$ cat src/rtl/tpu_pkg.sv
// rtl/tpu_pkg.sv - shared opcode, field-width and status types for the TPU instruction sequencer
package tpu_pkg;

    localparam int INSTR_W = 32;
    localparam int OPC_W   = 6;
    localparam int ARG_W   = 26;

    localparam logic [OPC_W-1:0] OP_NOP    = 6'h00;
    localparam logic [OPC_W-1:0] OP_MATMUL = 6'h01;
    localparam logic [OPC_W-1:0] OP_VPU    = 6'h02;
    localparam logic [OPC_W-1:0] OP_UBMOVE = 6'h03;
    localparam logic [OPC_W-1:0] OP_HALT   = 6'h3F;

    typedef enum logic [1:0] {
        ERR_NONE    = 2'd0,
        ERR_ILLEGAL = 2'd1,
        ERR_PC_END  = 2'd2,
        ERR_TIMEOUT = 2'd3
    } err_code_e;

    typedef enum logic [2:0] {
        S_IDLE,
        S_FETCH,
        S_LATCH,
        S_ISSUE,
        S_WAIT_DONE,
        S_DONE,
        S_ERROR
    } seq_state_e;

    function automatic logic is_unit_op(input logic [OPC_W-1:0] op);
        return (op == OP_MATMUL) || (op == OP_VPU) || (op == OP_UBMOVE);
    endfunction

endpackage

$ cat src/rtl/tpu_instr_sequencer_if.sv
// rtl/tpu_instr_sequencer_if.sv - instruction-buffer read port and datapath unit dispatch bundle
interface tpu_instr_sequencer_if #(
    parameter int PC_W = 5
) ();

    logic                       instr_rd_en;
    logic [PC_W-1:0]            instr_rd_addr;
    logic [tpu_pkg::INSTR_W-1:0] instr_rd_data;

    logic                       sys_start;
    logic                       vpu_start;
    logic                       ub_start;
    logic [tpu_pkg::ARG_W-1:0]  unit_arg;

    logic                       sys_done;
    logic                       vpu_done;
    logic                       ub_done;

    modport seq (
        output instr_rd_en, instr_rd_addr,
        input  instr_rd_data,
        output sys_start, vpu_start, ub_start, unit_arg,
        input  sys_done, vpu_done, ub_done
    );

    modport dp (
        input  instr_rd_en, instr_rd_addr,
        output instr_rd_data,
        input  sys_start, vpu_start, ub_start, unit_arg,
        output sys_done, vpu_done, ub_done
    );

endinterface

$ cat src/rtl/tpu_instr_sequencer.sv
// rtl/tpu_instr_sequencer.sv - fetches, decodes and dispatches TPU instructions one at a time
module tpu_instr_sequencer
    import tpu_pkg::*;
#(
    parameter int IMEM_DEPTH     = 32,
    parameter int TIMEOUT_CYCLES = 1_000_000
) (
    input  logic                          clk,
    input  logic                          rst_n,
    input  logic                          start,
    tpu_instr_sequencer_if.seq            bus,
    output logic                          seq_busy,
    output logic                          seq_done,
    output logic                          seq_error,
    output logic [1:0]                    err_code,
    output logic [$clog2(IMEM_DEPTH)-1:0] pc
);

    localparam int PC_W  = $clog2(IMEM_DEPTH);
    localparam int TMR_W = $clog2(TIMEOUT_CYCLES);
    localparam logic [PC_W-1:0]  PC_LAST  = PC_W'(IMEM_DEPTH - 1);
    localparam logic [TMR_W-1:0] TMR_LAST = TMR_W'(TIMEOUT_CYCLES - 1);

    seq_state_e         state;
    err_code_e          err;
    logic [INSTR_W-1:0] instr;
    logic [TMR_W-1:0]   timer;
    logic [OPC_W-1:0]   opcode;
    logic               unit_done;
    logic               at_last;

    assign opcode            = instr[INSTR_W-1 -: OPC_W];
    assign at_last           = (pc == PC_LAST);
    assign err_code          = err;
    assign bus.instr_rd_addr = pc;

    // The instruction register still holds the issued opcode, so it selects whose done counts.
    always_comb begin
        unit_done = 1'b0;
        case (opcode)
            OP_MATMUL: unit_done = bus.sys_done;
            OP_VPU:    unit_done = bus.vpu_done;
            OP_UBMOVE: unit_done = bus.ub_done;
            default:   unit_done = 1'b0;
        endcase
    end

    always_ff @(posedge clk or negedge rst_n) begin
        if (!rst_n) begin
            state           <= S_IDLE;
            err             <= ERR_NONE;
            instr           <= '0;
            timer           <= '0;
            pc              <= '0;
            seq_busy        <= 1'b0;
            seq_done        <= 1'b0;
            seq_error       <= 1'b0;
            bus.instr_rd_en <= 1'b0;
            bus.sys_start   <= 1'b0;
            bus.vpu_start   <= 1'b0;
            bus.ub_start    <= 1'b0;
            bus.unit_arg    <= '0;
        end else begin
            bus.instr_rd_en <= 1'b0;
            bus.sys_start   <= 1'b0;
            bus.vpu_start   <= 1'b0;
            bus.ub_start    <= 1'b0;

            case (state)
                S_IDLE, S_DONE, S_ERROR: begin
                    if (start) begin
                        pc              <= '0;
                        seq_done        <= 1'b0;
                        seq_error       <= 1'b0;
                        err             <= ERR_NONE;
                        seq_busy        <= 1'b1;
                        bus.instr_rd_en <= 1'b1;
                        state           <= S_FETCH;
                    end
                end

                S_FETCH: state <= S_LATCH;

                S_LATCH: begin
                    instr <= bus.instr_rd_data;
                    state <= S_ISSUE;
                end

                S_ISSUE: begin
                    if (opcode == OP_NOP) begin
                        if (at_last) begin
                            err       <= ERR_PC_END;
                            seq_error <= 1'b1;
                            seq_busy  <= 1'b0;
                            state     <= S_ERROR;
                        end else begin
                            pc              <= pc + 1'b1;
                            bus.instr_rd_en <= 1'b1;
                            state           <= S_FETCH;
                        end
                    end else if (opcode == OP_HALT) begin
                        seq_done <= 1'b1;
                        seq_busy <= 1'b0;
                        state    <= S_DONE;
                    end else if (is_unit_op(opcode)) begin
                        bus.unit_arg  <= instr[ARG_W-1:0];
                        bus.sys_start <= (opcode == OP_MATMUL);
                        bus.vpu_start <= (opcode == OP_VPU);
                        bus.ub_start  <= (opcode == OP_UBMOVE);
                        timer         <= '0;
                        state         <= S_WAIT_DONE;
                    end else begin
                        err       <= ERR_ILLEGAL;
                        seq_error <= 1'b1;
                        seq_busy  <= 1'b0;
                        state     <= S_ERROR;
                    end
                end

                // Done is tested first so it wins over a coincident timer expiry.
                S_WAIT_DONE: begin
                    if (unit_done) begin
                        if (at_last) begin
                            err       <= ERR_PC_END;
                            seq_error <= 1'b1;
                            seq_busy  <= 1'b0;
                            state     <= S_ERROR;
                        end else begin
                            pc              <= pc + 1'b1;
                            bus.instr_rd_en <= 1'b1;
                            state           <= S_FETCH;
                        end
                    end else if (timer == TMR_LAST) begin
                        err       <= ERR_TIMEOUT;
                        seq_error <= 1'b1;
                        seq_busy  <= 1'b0;
                        state     <= S_ERROR;
                    end else begin
                        timer <= timer + 1'b1;
                    end
                end

                default: begin
                    seq_busy <= 1'b0;
                    state    <= S_IDLE;
                end
            endcase
        end
    end

endmodule

$ cat src/flat_wrapper.sv
// flat-port wrapper written by rule: the top's interface ports become plain ports
module tpu_instr_sequencer_flat import tpu_pkg::*;
#(
    parameter int IMEM_DEPTH     = 32,
    parameter int TIMEOUT_CYCLES = 1_000_000
)
  (clk, rst_n, start, seq_busy, seq_done, seq_error, err_code, pc, bus_instr_rd_en, bus_instr_rd_addr, bus_instr_rd_data, bus_sys_start, bus_vpu_start, bus_ub_start, bus_unit_arg, bus_sys_done, bus_vpu_done, bus_ub_done);
  tpu_instr_sequencer_if #(.PC_W(5)) bus_i ();
  input  logic clk;
  input  logic rst_n;
  input  logic start;
  output logic seq_busy;
  output logic seq_done;
  output logic seq_error;
  output logic [1:0] err_code;
  output logic [$clog2(IMEM_DEPTH)-1:0] pc;
  output wire logic [$bits(bus_i.instr_rd_en)-1:0] bus_instr_rd_en;
  output wire logic [$bits(bus_i.instr_rd_addr)-1:0] bus_instr_rd_addr;
  input wire logic [$bits(bus_i.instr_rd_data)-1:0] bus_instr_rd_data;
  output wire logic [$bits(bus_i.sys_start)-1:0] bus_sys_start;
  output wire logic [$bits(bus_i.vpu_start)-1:0] bus_vpu_start;
  output wire logic [$bits(bus_i.ub_start)-1:0] bus_ub_start;
  output wire logic [$bits(bus_i.unit_arg)-1:0] bus_unit_arg;
  input wire logic [$bits(bus_i.sys_done)-1:0] bus_sys_done;
  input wire logic [$bits(bus_i.vpu_done)-1:0] bus_vpu_done;
  input wire logic [$bits(bus_i.ub_done)-1:0] bus_ub_done;
  assign bus_instr_rd_en = bus_i.instr_rd_en;
  assign bus_instr_rd_addr = bus_i.instr_rd_addr;
  assign bus_i.instr_rd_data = bus_instr_rd_data;
  assign bus_sys_start = bus_i.sys_start;
  assign bus_vpu_start = bus_i.vpu_start;
  assign bus_ub_start = bus_i.ub_start;
  assign bus_unit_arg = bus_i.unit_arg;
  assign bus_i.sys_done = bus_sys_done;
  assign bus_i.vpu_done = bus_vpu_done;
  assign bus_i.ub_done = bus_ub_done;
  tpu_instr_sequencer #(.IMEM_DEPTH(IMEM_DEPTH), .TIMEOUT_CYCLES(TIMEOUT_CYCLES)) u_core (.clk(clk), .rst_n(rst_n), .start(start), .bus(bus_i), .seq_busy(seq_busy), .seq_done(seq_done), .seq_error(seq_error), .err_code(err_code), .pc(pc));
endmodule
$ cat config.mk
export PLATFORM = sky130hd
export DESIGN_NAME = tpu_instr_sequencer_flat
export DESIGN_NICKNAME = d
export VERILOG_FILES = /design/src/rtl/tpu_pkg.sv /design/src/rtl/tpu_instr_sequencer_if.sv /design/src/rtl/tpu_instr_sequencer.sv /design/src/flat_wrapper.sv
export SDC_FILE = /design/constraint.sdc
export NUM_CORES = 1
export LEC_CHECK = 0
export ABC_CLOCK_PERIOD_IN_PS = 3050
export CORE_UTILIZATION = 45
export DETAILED_ROUTE_END_ITERATION = 10
export PLACE_DENSITY = 0.79
export SYNTH_ARGS = -nofsm -noshare
export SYNTH_HDL_FRONTEND = slang
export SYNTH_SLANG_ARGS = --single-unit
$ cat constraint.sdc
create_clock -name clk -period 3.05 [get_ports clk]
set_input_delay 0.915 -clock clk [delete_from_list [all_inputs] [get_ports clk]]
set_output_delay 0.915 -clock clk [all_outputs]
set_load 0.02 [all_outputs]
### Word-level counts from Yosys, hierarchy flattened

Index checks and enable logic that the tools add are counted.

| operators by class | value |
|---|---|
| reduce and logical (&&, ||, !) cells | 16 |
| equality and inequality tests | 25 |
| mux-type cells | 64 |
| bitwise operators | 3 |
| add/subtract/negate cells | 2 |

Operators by type and width:

| operator | number |
|---|---|
| 2-to-1 mux 20 bit | 5 |
| case mux 20 bit (2 select lines) | 1 |
| 2-to-1 mux 1 bit | 32 |
| adder 20 x 1 -> 20 bit, second input constant | 1 |
| == test 20 bit, second input constant | 1 |
| 2-to-1 mux 5 bit | 4 |
| 2-to-1 mux 3 bit | 6 |
| 2-to-1 mux 2 bit | 8 |
| AND reduction 4 bit | 4 |
| case mux 3 bit (5 select lines) | 1 |
| case mux 5 bit (3 select lines) | 1 |
| == test 6 x 2 -> 1 bit, second input constant | 2 |
| inequality test 2 bit, second input constant | 5 |
| == test 3 bit, second input constant | 3 |
| case mux 1 bit (3 select lines) | 3 |
| inequality test 2 x 1 -> 1 bit, second input constant | 4 |
| == test 3 x 2 -> 1 bit, second input constant | 2 |
| == test 6 x 1 -> 1 bit, second input constant | 1 |
| == test 6 bit, second input constant | 1 |
| zero test 6 bit | 1 |
| inequality test 3 x 2 -> 1 bit, second input constant | 2 |
| case mux 2 bit (3 select lines) | 1 |
| AND reduction 6 bit | 1 |
| adder 5 x 1 -> 5 bit, second input constant | 1 |
| other kinds (15) | 19 |

| word-level totals | value |
|---|---|
| flip-flop bits (word level) | 95 |
| bits of input ports | 38 |

### Logic depth before layout (Yosys ltp)

Gate-level depths: netlist (run 1).

| depth | value |
|---|---|
| depth in word-level cells | 7 |
| gate-level depth with buffers | 8 |
| mapped depth without buffers | 7 |

### Worst setup path after synthesis (run 1)

No wires, ideal clock.

| path | value |
|---|---|
| path kind | input-to-reg |
| start point | input bus_ub_done |
| end point | register u_core.timer[18] |
| path buffers | 1 |
| data required time | 2.984 ns |
| library setup time | 0.066 ns |
| stages | 6 |
| path slack | 0.812 ns |
| arrival time | 2.172 ns |
| path through | mux2i_1 a211o_4 o211ai_2 buf_6 or4_1 nand2_1 |

| on the way | value |
|---|---|
| cells in the longest elaborated chain, start to end | 3 |

Ends and longest elaborated chain:

| what | line | text |
|---|---|---|
| start: declaration | flat_wrapper.sv:26 | `input wire logic [$bits(bus_i.ub_done)-1:0] bus_ub_done;` |
| case mux 1 bit (3 select lines) | tpu_instr_sequencer.sv:40 | `case (opcode)` |
| inequality test 2 bit (no line) | - |  |
| AND reduction 6 bit (no line) | - |  |
| end signal: assignment | tpu_instr_sequencer.sv:139 | `timer <= timer + 1'b1;` |
| end: declaration | tpu_instr_sequencer.sv:27 | `logic [TMR_W-1:0] timer;` |

No other way between the ends.
A chain may end at the register's enable or synchronous reset.

### Worst setup path after layout (run 1)

| path | value |
|---|---|
| start point | input bus_ub_done |
| end point | register u_core.timer[13] |

The elaborated chain is that of the path after synthesis.

==> results of run 1 <==
## cells by family after synthesis
| family | Yosys count | share of synthesized area (%) |
|---|---|---|
| compound gates | 72 | 10.9 |
| xor+xnor | 4 | 0.786 |
| fa+ha+maj | 4 | 1.07 |
| buf+inv | 34 | 3.99 |
| flops | 95 | 53.3 |
| mux | 37 | 9.21 |
| simple gates | 190 | 20.7 |
## synth_stat cells (2+ instances only)
| master | count | area share, % |
|---|---|---|
| dfrtp_1 | 95 | 53 |
| and3_1 | 4 | 0.56 |
| buf_2 | 4 | 0.45 |
| nor2_1 | 16 | 1.3 |
| inv_1 | 8 | 0.67 |
| buf_4 | 5 | 0.84 |
| nor3_1 | 8 | 0.90 |
| a21oi_1 | 20 | 2.2 |
| and2_1 | 2 | 0.28 |
| or4_1 | 3 | 0.51 |
| ha_1 | 3 | 0.84 |
| nor2b_1 | 2 | 0.28 |
| a21o_1 | 2 | 0.34 |
| buf_6 | 2 | 0.51 |
| or2_2 | 2 | 0.28 |
| nand3_1 | 14 | 1.6 |
| a2bb2oi_1 | 3 | 0.59 |
| mux2i_1 | 5 | 1.1 |
| nand2_1 | 97 | 8.2 |
| or3_1 | 9 | 1.3 |
| and3b_1 | 2 | 0.39 |
| o211ai_1 | 4 | 0.67 |
| o21ai_0 | 15 | 1.7 |
| clkbuf_1 | 14 | 1.2 |
| o31ai_1 | 6 | 1.0 |
| nand2b_1 | 6 | 0.84 |
| a31oi_1 | 3 | 0.42 |
| nand4_1 | 9 | 1.3 |
| a211oi_1 | 4 | 0.67 |
| nor4_1 | 4 | 0.56 |
| mux2_2 | 32 | 8.1 |
| xor2_1 | 3 | 0.59 |
## worst min-delay path by stage
stage / to / slack, ps / cells past startpoint
3_5_place_dp: u_core.bus.unit_arg[9] / 450 / 2
5_1_grt: u_core.bus.unit_arg[15] / 490 / 2
6_report: u_core.bus.unit_arg[12] / 470 / 2
3_3_place_gp: u_core.bus.unit_arg[9] / 440 / 2
4_1_cts: u_core.bus.unit_arg[12] / 470 / 2
2_1_floorplan: u_core.bus.unit_arg[0] / 430 / 2
## where the power goes
part / total [mW] / switching, mW / internal, mW
logic: 1.76 / 0.863 / 0.893
clock network: 0.807 / 0.488 / 0.319
registers: 2.08 / 0.392 / 1.69
## stage by stage
stage                     util, %  instance area, µm²  std cells  hold slack, ps
after floorplan                 -                4460        436             435
after global placement       57.4                5400        633             443
after detailed placement     57.4                5400        633             449
after CTS                    59.4                5590        649             469
after global routing         59.4                5590        649             493
final                        59.4                5590        649             468
## critical path, cell delays in order
cell             delay (ps)
clkdlybuf4s50_1         390
mux2i_1                 310
a211o_4                 250
o211ai_2                190
or4_1                   560
a21oi_1                 170
## layer usage
metal  up-vias  GRT usage, %  wire (µm)
met1      1705          26.1       4350
met2       105          33.2       4740
met5         -             0          0
met4         0          7.92        110
li1       1695             -          -
met3         9          6.35        758
## final cells by class
class	instances	area [µm²]	share of cell area, %
clock inverters	6	57.6	1.03
clock buffers	10	128	2.28
repair buffers	94	921	16.5
flip-flops and latches	95	2380	42.5
inverters	8	30.0	0.537
multi-input cells	307	1910	34.3
well taps	129	161	2.89
## sequential cells by signal (all words and copies together) (netlist names)
signal,count
u_core.bus.instr_rd_en,1
u_core.seq_error,1
u_core.bus.instr_rd_addr,5
u_core.bus.unit_arg,26
u_core.bus.sys_start,1
u_core.timer,20
u_core.instr,32
u_core.bus.vpu_start,1
u_core.state,3
u_core.seq_busy,1
u_core.seq_done,1
u_core.err_code,2
u_core.bus.ub_start,1
==> summary.txt, run 1 <==
Timing
  • Max_slew headroom: 56.7%
  • RSZ-0062 raised after global routing: no
  • Final TNS setup: 0 ps
  • Worst Tran Pin Value: 644 ps
  • Max Clk Rate: 399 MHz
  • Worst setup margin: 546 ps
  • Tcrit/Tclk final: 82.1%
  • Final Hold Viols: 0
  • Clk_skew: about 14 ps
  • Max Slew Vio Count: 0
  • Tmin final: roughly 2500 ps
  • Number of setup violations in the final report: 0

Clocking
  • CTS Root Buffer Type: clkbuf_8
  • Clock sink total: 95
  • Post-cts sizing count: 0
  • Hold-fix buffers, CTS: 0
  • Setup bufs post-CTS: 0
  • CTS tree: yes
  • Clk_lat worst skew: 370 ps
  • Worst-path clk slew: 100 ps
  • Number of H-tree levels: 3
  • TritonCTS Buffers: 9
  • Clock buffer depth: 2

Floorplan
  • Ports: 83
  • Die width: about 100 µm
  • Die footprint: between 10000 and 15000 µm²
  • Die height: between 100 and 150 µm
  • Core area: 9420 µm²
  • Row cnt: 35
  • Initial Utilization: 47.3%

Detailed routing
  • WL per Instance: 15.3 µm
  • Post-route DRC: 0
  • Vias: 3514
  • Vias per cell: 5.41
  • First-pass DRT Iterations: 6
  • Total Wirelength: 9960 µm
  • Drt initial violations: ~150
  • Post-route ant nets: 0

Run status
  • Status: finished, final reports clean

Global route
  • Initial antenna violation count: 0
  • Overall fraction of global-route tracks in use: 20.6%
  • Pin count of the biggest net entering global routing: 49
  • Vias in the first global route: about 3500
  • Total global routing overflow: 0
  • First-pass GRT wire length: 16500 µm

Pwr
  • Worst VDD drop: approximately 0.00047 V
  • PD cells: 832 nW/µm²
  • P_leak: about 2.4 nW
  • Pwr Total: 4.65 mW

Critical path
  • Worst Reg-to-Reg Cells: 6
  • Critical path class: in -> reg
  • Crit Path Max Fanout: 9
  • Worst EP arrival: 2790 ps
  • Startpoint Class: primary input
  • Critical Path RT: around 3300 ps
  • Worst Setup EP: u_core.timer[13]
  • CP startpoint: bus_ub_done
  • FF-to-FF setup slack: between 700 and 800 ps
  • Critical R2R Launch: u_core.instr[31]
  • R2R Path End: u_core.timer[15]
  • Worst setup EP type: flop

Yosys
  • Net Count, Synth: about 480
  • Syn. warnings: 0
  • Library cells used by synthesis: 62
  • Asr flop ratio synth: 100%
  • Part of the Yosys area used for sequential elements: 53.3%
  • Syn Std Cell Area: ~4500 µm²
  • Synth Instances: 436
  • Avg Inst Size Synth: 10.2 µm²
  • EDFF count, synth: 0
  • Ys flop type: dfrtp_1
  • Yosys reg bits: 95

Cells and area
  • Area grow syn2layout: 25.4%
  • Final layout net count: 556
  • Fill cells: roughly 770
  • Share of cells above drive strength 1: 14.0%
  • Antenna Cells: 0
  • Most frequent cells in the layout: nand2_1, dfrtp_1, clkdlybuf4s50_1
  • Commonest non-fill, non-tap cell in the layout: nand2_1

Place
  • Dpl ws: about 180 ps
  • I/O Buffers: 82
  • Post-DP HPWL: ~6900 µm
  • Routability Congestion: 0.890

Job
  • Max-cap violation count: 0

Hold path
  • Hold Path Class: reg -> reg
  • Hold path start: u_core.instr[12]
Power figures use the tool's default switching activity.
==> run 2: changes to the inputs <==
Settings changed: ABC_CLOCK_PERIOD_IN_PS 3050 to 2500.
Clock period 3.05 ns to 2.5 ns, I/O delays scaled along.
==> run 2 against run 1 <==
  * Critical path depth grew 1
  * Critical endpoint is now u_core.timer[10]
  * Count of clock-buffer cells in the layout did not move
  * Routed wire length increased by 1.7%
  * Flip-flop and latch count unchanged
  * Critical path type unchanged
  * Combinational power increased by 31%
  * Largest cell class unchanged
==> summary.txt, run 2 (synthesized netlist as in run 1, its figures left out) <==
Run status
  • Status: finished, final reports clean

Timing
  • Max_slew headroom: about 55%
  • Max Slew Vio Count: 0
  • Max Clk Rate: 432 MHz
  • Worst Tran Pin Value: 664 ps
  • Tcrit/Tclk final: 92.7%
  • Number of setup violations in the final report: 0
  • RSZ-0062 raised after global routing: no
  • Final Hold Viols: 0
  • Tmin final: 2320 ps
  • Clk_skew: about 16 ps
  • Final TNS setup: 0 ps
  • Worst setup margin: roughly 180 ps

Critical path
  • Startpoint Class: primary input
  • Crit Path Max Fanout: 8
  • Worst EP arrival: about 2600 ps
  • Critical Path RT: about 2800 ps
  • Worst setup EP type: flop
  • Critical path class: in -> reg

Floorplan
  • Die height: 102 µm
  • Row cnt: 35
  • Die width: a little over 100 µm
  • Die footprint: between 10000 and 15000 µm²
  • Ports: 83
  • Initial Utilization: between 40 and 50%
  • Core area: 9420 µm²

Detailed routing
  • First-pass DRT Iterations: 5
  • Vias per cell: 5.54
  • WL per Instance: 15.3 µm
  • Total Wirelength: 10100 µm
  • Vias: 3660
  • Drt initial violations: 153
  • Post-route DRC: 0
  • Post-route ant nets: 0

Cells and area
  • Final Cell Area: 5680 µm²
  • Most frequent cells in the layout: nand2_1, dfrtp_1, clkdlybuf4s50_1
  • Area grow syn2layout: 27.5%
  • Final layout net count: 568
  • Commonest non-fill, non-tap cell in the layout: nand2_1
  • Fin util: between 60% and 70%
  • Largest register by flop count: u_core.instr
  • Share of cells above drive strength 1: 16.2%
  • Regs by FF count: u_core.instr x32, u_core.bus.unit_arg x26, u_core.timer x20
  • Antenna Cells: 0
  • Number of non-filler instances in the completed layout: 661
  • Max FFs per register: 32

Clocking
  • Worst-path clk slew: between 100 and 150 ps
  • TritonCTS Buffers: 9
  • Clock buffer depth: 2
  • Number of H-tree levels: 3
  • Clock sink total: 95
  • CTS tree: yes
  • CTS Root Buffer Type: clkbuf_8
  • Clk_lat worst skew: 370 ps
  • Hold-fix buffers, CTS: 0

Pwr
  • Worst VDD drop: 0.000576 V
  • P_leak: approximately 2.5 nW
  • PD cells: between 1000 and 1500 nW/µm²

Place
  • Inst Count DP: around 650
  • Dpl ws: -122 ps
  • Routability Congestion: ~0.95
  • Post-DP HPWL: 7180 µm
  • Placed Area: between 5000 and 6000 µm²
  • I/O Buffers: 82

Hold path
  • Hold Path Class: in -> async

Global route
  • Overall fraction of global-route tracks in use: between 20% and 30%
  • Total global routing overflow: 0
  • Pin count of the biggest net entering global routing: 40
  • Initial antenna violation count: 0
  • Vias in the first global route: ~3600
  • First-pass GRT wire length: around 17000 µm

Job
  • Max-cap violation count: 0
[run 2: changes by cell type in the layout (fill, tap and decap cells not counted), sizes merged]
cell      before  now
inv           13   10
clkinv         1    2
buf           13   25
clkinvlp       0    2
[run 2: critical path: stages]
cell and delay [ps]:
clkdlybuf4s50_1 400, mux2i_1 220, a211o_4 220, o211ai_2 180, buf_4 210, a211oi_1 340, mux2i_1 270
[run 2: through the flow]
stage               power [mW]  hold slack [ps]
floorplan                 3.94              435
global placement          4.68              444
detailed placement        4.79              452
CTS                       5.76              284
global route              6.11              294
finish                    5.75              291
[run 2: final timing paths]
check,from,slack [ps],cells after the start,to
min reg2reg,u_core.instr[2],470,2,u_core.bus.unit_arg[2]
max in group asynchronous,rst_n,1650,2,u_core.bus.unit_arg[9]
min in group clk,u_core.instr[2],470,2,u_core.bus.unit_arg[2]
max reg2reg,u_core.instr[31],270,5,u_core.timer[10]
min,rst_n,290,1,u_core.instr[8]
max,bus_ub_done,180,7,u_core.timer[10]
[run 2: metal layers]
| metal | global-route usage (%) | wire length (µm) | part of all wire (%) | up-vias |
|---|---|---|---|---|
| li1 | - | - | - | 1714 |
| met1 | 27.7 | 4360 | 43 | 1787 |
| met2 | 33.5 | 4730 | 47 | 138 |
| met3 | 7.73 | 886 | 8.8 | 21 |
| met4 | 5.80 | 149 | 1.5 | 0 |
| met5 | 0 | 0 | 0 | - |
[run 2: repair_timing]
action | 4_1_cts | 5_1_grt
hold endpoints to repair | 0 | 0
endpoints found under the setup margin | 0 | 7
buffers inserted | 0 | 0
resized for setup | 0 | 1
[run 2: final cells by class]
class / count / area [µm²]
clock buffer: 10 / 128
clock inverter: 6 / 55.1
fill: 787 / 3730
inverter: 8 / 30.0
multi-input combinational: 307 / 1920
sequential: 95 / 2380
tap: 129 / 161
timing repair buffer: 106 / 1010
[run 2: where the power goes]
part	switching (mW)	internal [mW]	total, mW
clock	0.582	0.380	0.961
sequential	0.410	2.07	2.48
combinational	1.15	1.16	2.31
==> run 3: changes to the inputs <==
Settings changed: ABC_CLOCK_PERIOD_IN_PS 2500 to 2350.
Clock period 2.5 ns to 2.35 ns, I/O delays scaled along.
==> run 3 against run 2 <==
  * Worst hold slack lost 47 ps
  * Clock skew shrank 6.1 ps
  * Cell area grew 0.97%
  * Combinational power grew 8.7%
  * Count of clock-buffer cells in the layout is the same
  * Register-to-register slack lost 140 ps
  * Highest routed layer unchanged
  * Via count shrank 2.1%
  * Clock power grew 11%
  * Flip-flop and latch count is the same
  * Total power grew 7.8%
==> summary.txt, run 3 (synthesized netlist as in run 1, its figures left out) <==
Cells and area
  • Max FFs per register: 32
  • Share of cells above drive strength 1: 17.0%
  • Area grow syn2layout: 28.7%
  • Final layout net count: 572
  • Fill cells: roughly 760
  • Final Cell Area: 5740 µm²
  • Most frequent cells in the layout: nand2_1, dfrtp_1, clkdlybuf4s50_1
  • Regs by FF count: u_core.instr x32, u_core.bus.unit_arg x26, u_core.timer x20
  • Commonest non-fill, non-tap cell in the layout: nand2_1
  • Largest register by flop count: u_core.instr
  • Antenna Cells: 0

Critical path
  • Worst EP arrival: 2460 ps
  • Worst Reg-to-Reg Cells: 6
  • Critical Path RT: between 2000 and 3000 ps
  • FF-to-FF setup slack: roughly 130 ps
  • Critical path class: reg -> reg
  • R2R Path End: u_core.err_code[0]
  • Worst setup EP type: flop
  • Critical R2R Launch: u_core.instr[31]
  • Startpoint Class: flop
  • Crit Path Max Fanout: 8

Clocking
  • Clk_lat worst skew: 370 ps
  • Clock sink total: 95
  • TritonCTS Buffers: 9
  • Worst-path clk slew: 100 ps
  • Number of H-tree levels: 3
  • Clock buffer depth: 2
  • CTS tree: yes
  • CTS Root Buffer Type: clkbuf_8
  • Hold-fix buffers, CTS: 0

Timing
  • Max Clk Rate: 450 MHz
  • Max_slew headroom: 60.8%
  • Clk_skew: 9.85 ps
  • Final hold slack: 244 ps
  • Tmin final: 2220 ps
  • Tcrit/Tclk final: a little over nine tenths
  • RSZ-0062 raised after global routing: no
  • Worst Tran Pin Value: 583 ps
  • Final TNS setup: 0 ps
  • Final Hold Viols: 0
  • Max Slew Vio Count: 0
  • Number of setup violations in the final report: 0

Detailed routing
  • Drt initial violations: 218
  • Vias per cell: approximately 5.4
  • Post-route ant nets: 0
  • First-pass DRT Iterations: 4
  • Post-route DRC: 0
  • WL per Instance: 14.8 µm
  • Total Wirelength: 9850 µm
  • Vias: 3582

Global route
  • Overall fraction of global-route tracks in use: 20.9%
  • Vias in the first global route: roughly 3600
  • Total global routing overflow: 0
  • First-pass GRT wire length: 17000 µm
  • Initial antenna violation count: 0
  • Pin count of the biggest net entering global routing: 41

Hold path
  • Hold Path Class: in -> async

Run status
  • Status: finished, final reports clean

Floorplan
  • Ports: 83
  • Die footprint: 10300 µm²
  • Die height: 102 µm
  • Row cnt: 35
  • Core area: roughly 9400 µm²
  • Initial Utilization: 47.3%
  • Die width: 102 µm

Pwr
  • Sequential power share: 42.2%
  • PD cells: 1080 nW/µm²
  • Worst VDD drop: approximately 0.00065 V
  • Pwr Total: 6.20 mW
  • Sw power: approximately 2.3 mW
  • Net Sw Frac: 36.8%
  • Pint: 3.92 mW
  • Combinational power share: 40.6%
  • Clock power frac: 17.3%
  • P_leak: 2.51 nW

Place
  • Post-DP HPWL: approximately 7000 µm
  • Placed Area: 5540 µm²
  • I/O Buffers: 82
  • Routability Congestion: 0.884

Job
  • Max-cap violation count: 0
-- run 3: cell types whose count changed in the layout (fill, tap and decap cells not counted) --
cell / delta
clkbuf_1: -1
buf_4: +3
buf_12: +1
clkinvlp_4: -2
inv_6: +2
clkbuf_8: +1
-- run 3: stage by stage --
step	instances	utilization [%]	setup slack [ps]
2_1_floorplan	436	-	289
3_3_place_gp	649	58.8	-108
3_5_place_dp	649	58.8	-213
4_1_cts	665	60.9	149
5_1_grt	665	60.9	36.0
6_report	665	60.9	127
-- run 3: how the worst max path moves through the flow --
stage,start,endpoint,cells past startpoint
floorplan,u_core.instr[31],u_core.seq_busy,8
global placement,bus_ub_done,u_core.err_code[0],7
detailed placement,bus_ub_done,u_core.timer[10],7
CTS,u_core.instr[31],u_core.timer[17],6
global route,u_core.instr[31],u_core.err_code[0],6
finish,u_core.instr[31],u_core.err_code[0],6
-- run 3: layout make-up --
class                   instances  area (µm²)  area share (%)
clock buffers                  10         138            2.40
clock inverters                 6        57.6            1.00
inverters                       8        30.0           0.523
multi-input cells             307        1920            33.5
flip-flops and latches         95        2380            41.4
well taps                     129         161            2.81
repair buffers                110        1050            18.4
-- run 3: worst max-delay path, cell delays in order, from the launching register on --
cell and delay [ps]:
dfrtp_1 430, or4_4 620, a211o_4 330, buf_4 150, o211a_1 180, o31ai_1 270, o31ai_1 100
-- run 3: what timing repair did --
action,4_1_cts,5_1_grt
endpoints found under the setup margin,0,6
setup buffers,0,0
gates resized for setup,0,1
-- run 3: routing by layer --
metal,share of wire (%),track usage (%),up-vias
li1,-,-,1727
met4,0.67,4.91,0
met2,46,32.7,109
met1,45,28.2,1736
met5,0,0,-
met3,8.3,7.11,10
-- run 3: power groups by stage --
stage               registers, mW  clock network [mW]  logic, mW
floorplan                    2.71                   0       1.48
global placement             2.60                   0       2.45
detailed placement           2.63                   0       2.51
CTS                          2.61                1.10       2.52
global route                 2.70                1.16       2.75
finish                       2.62                1.07       2.51
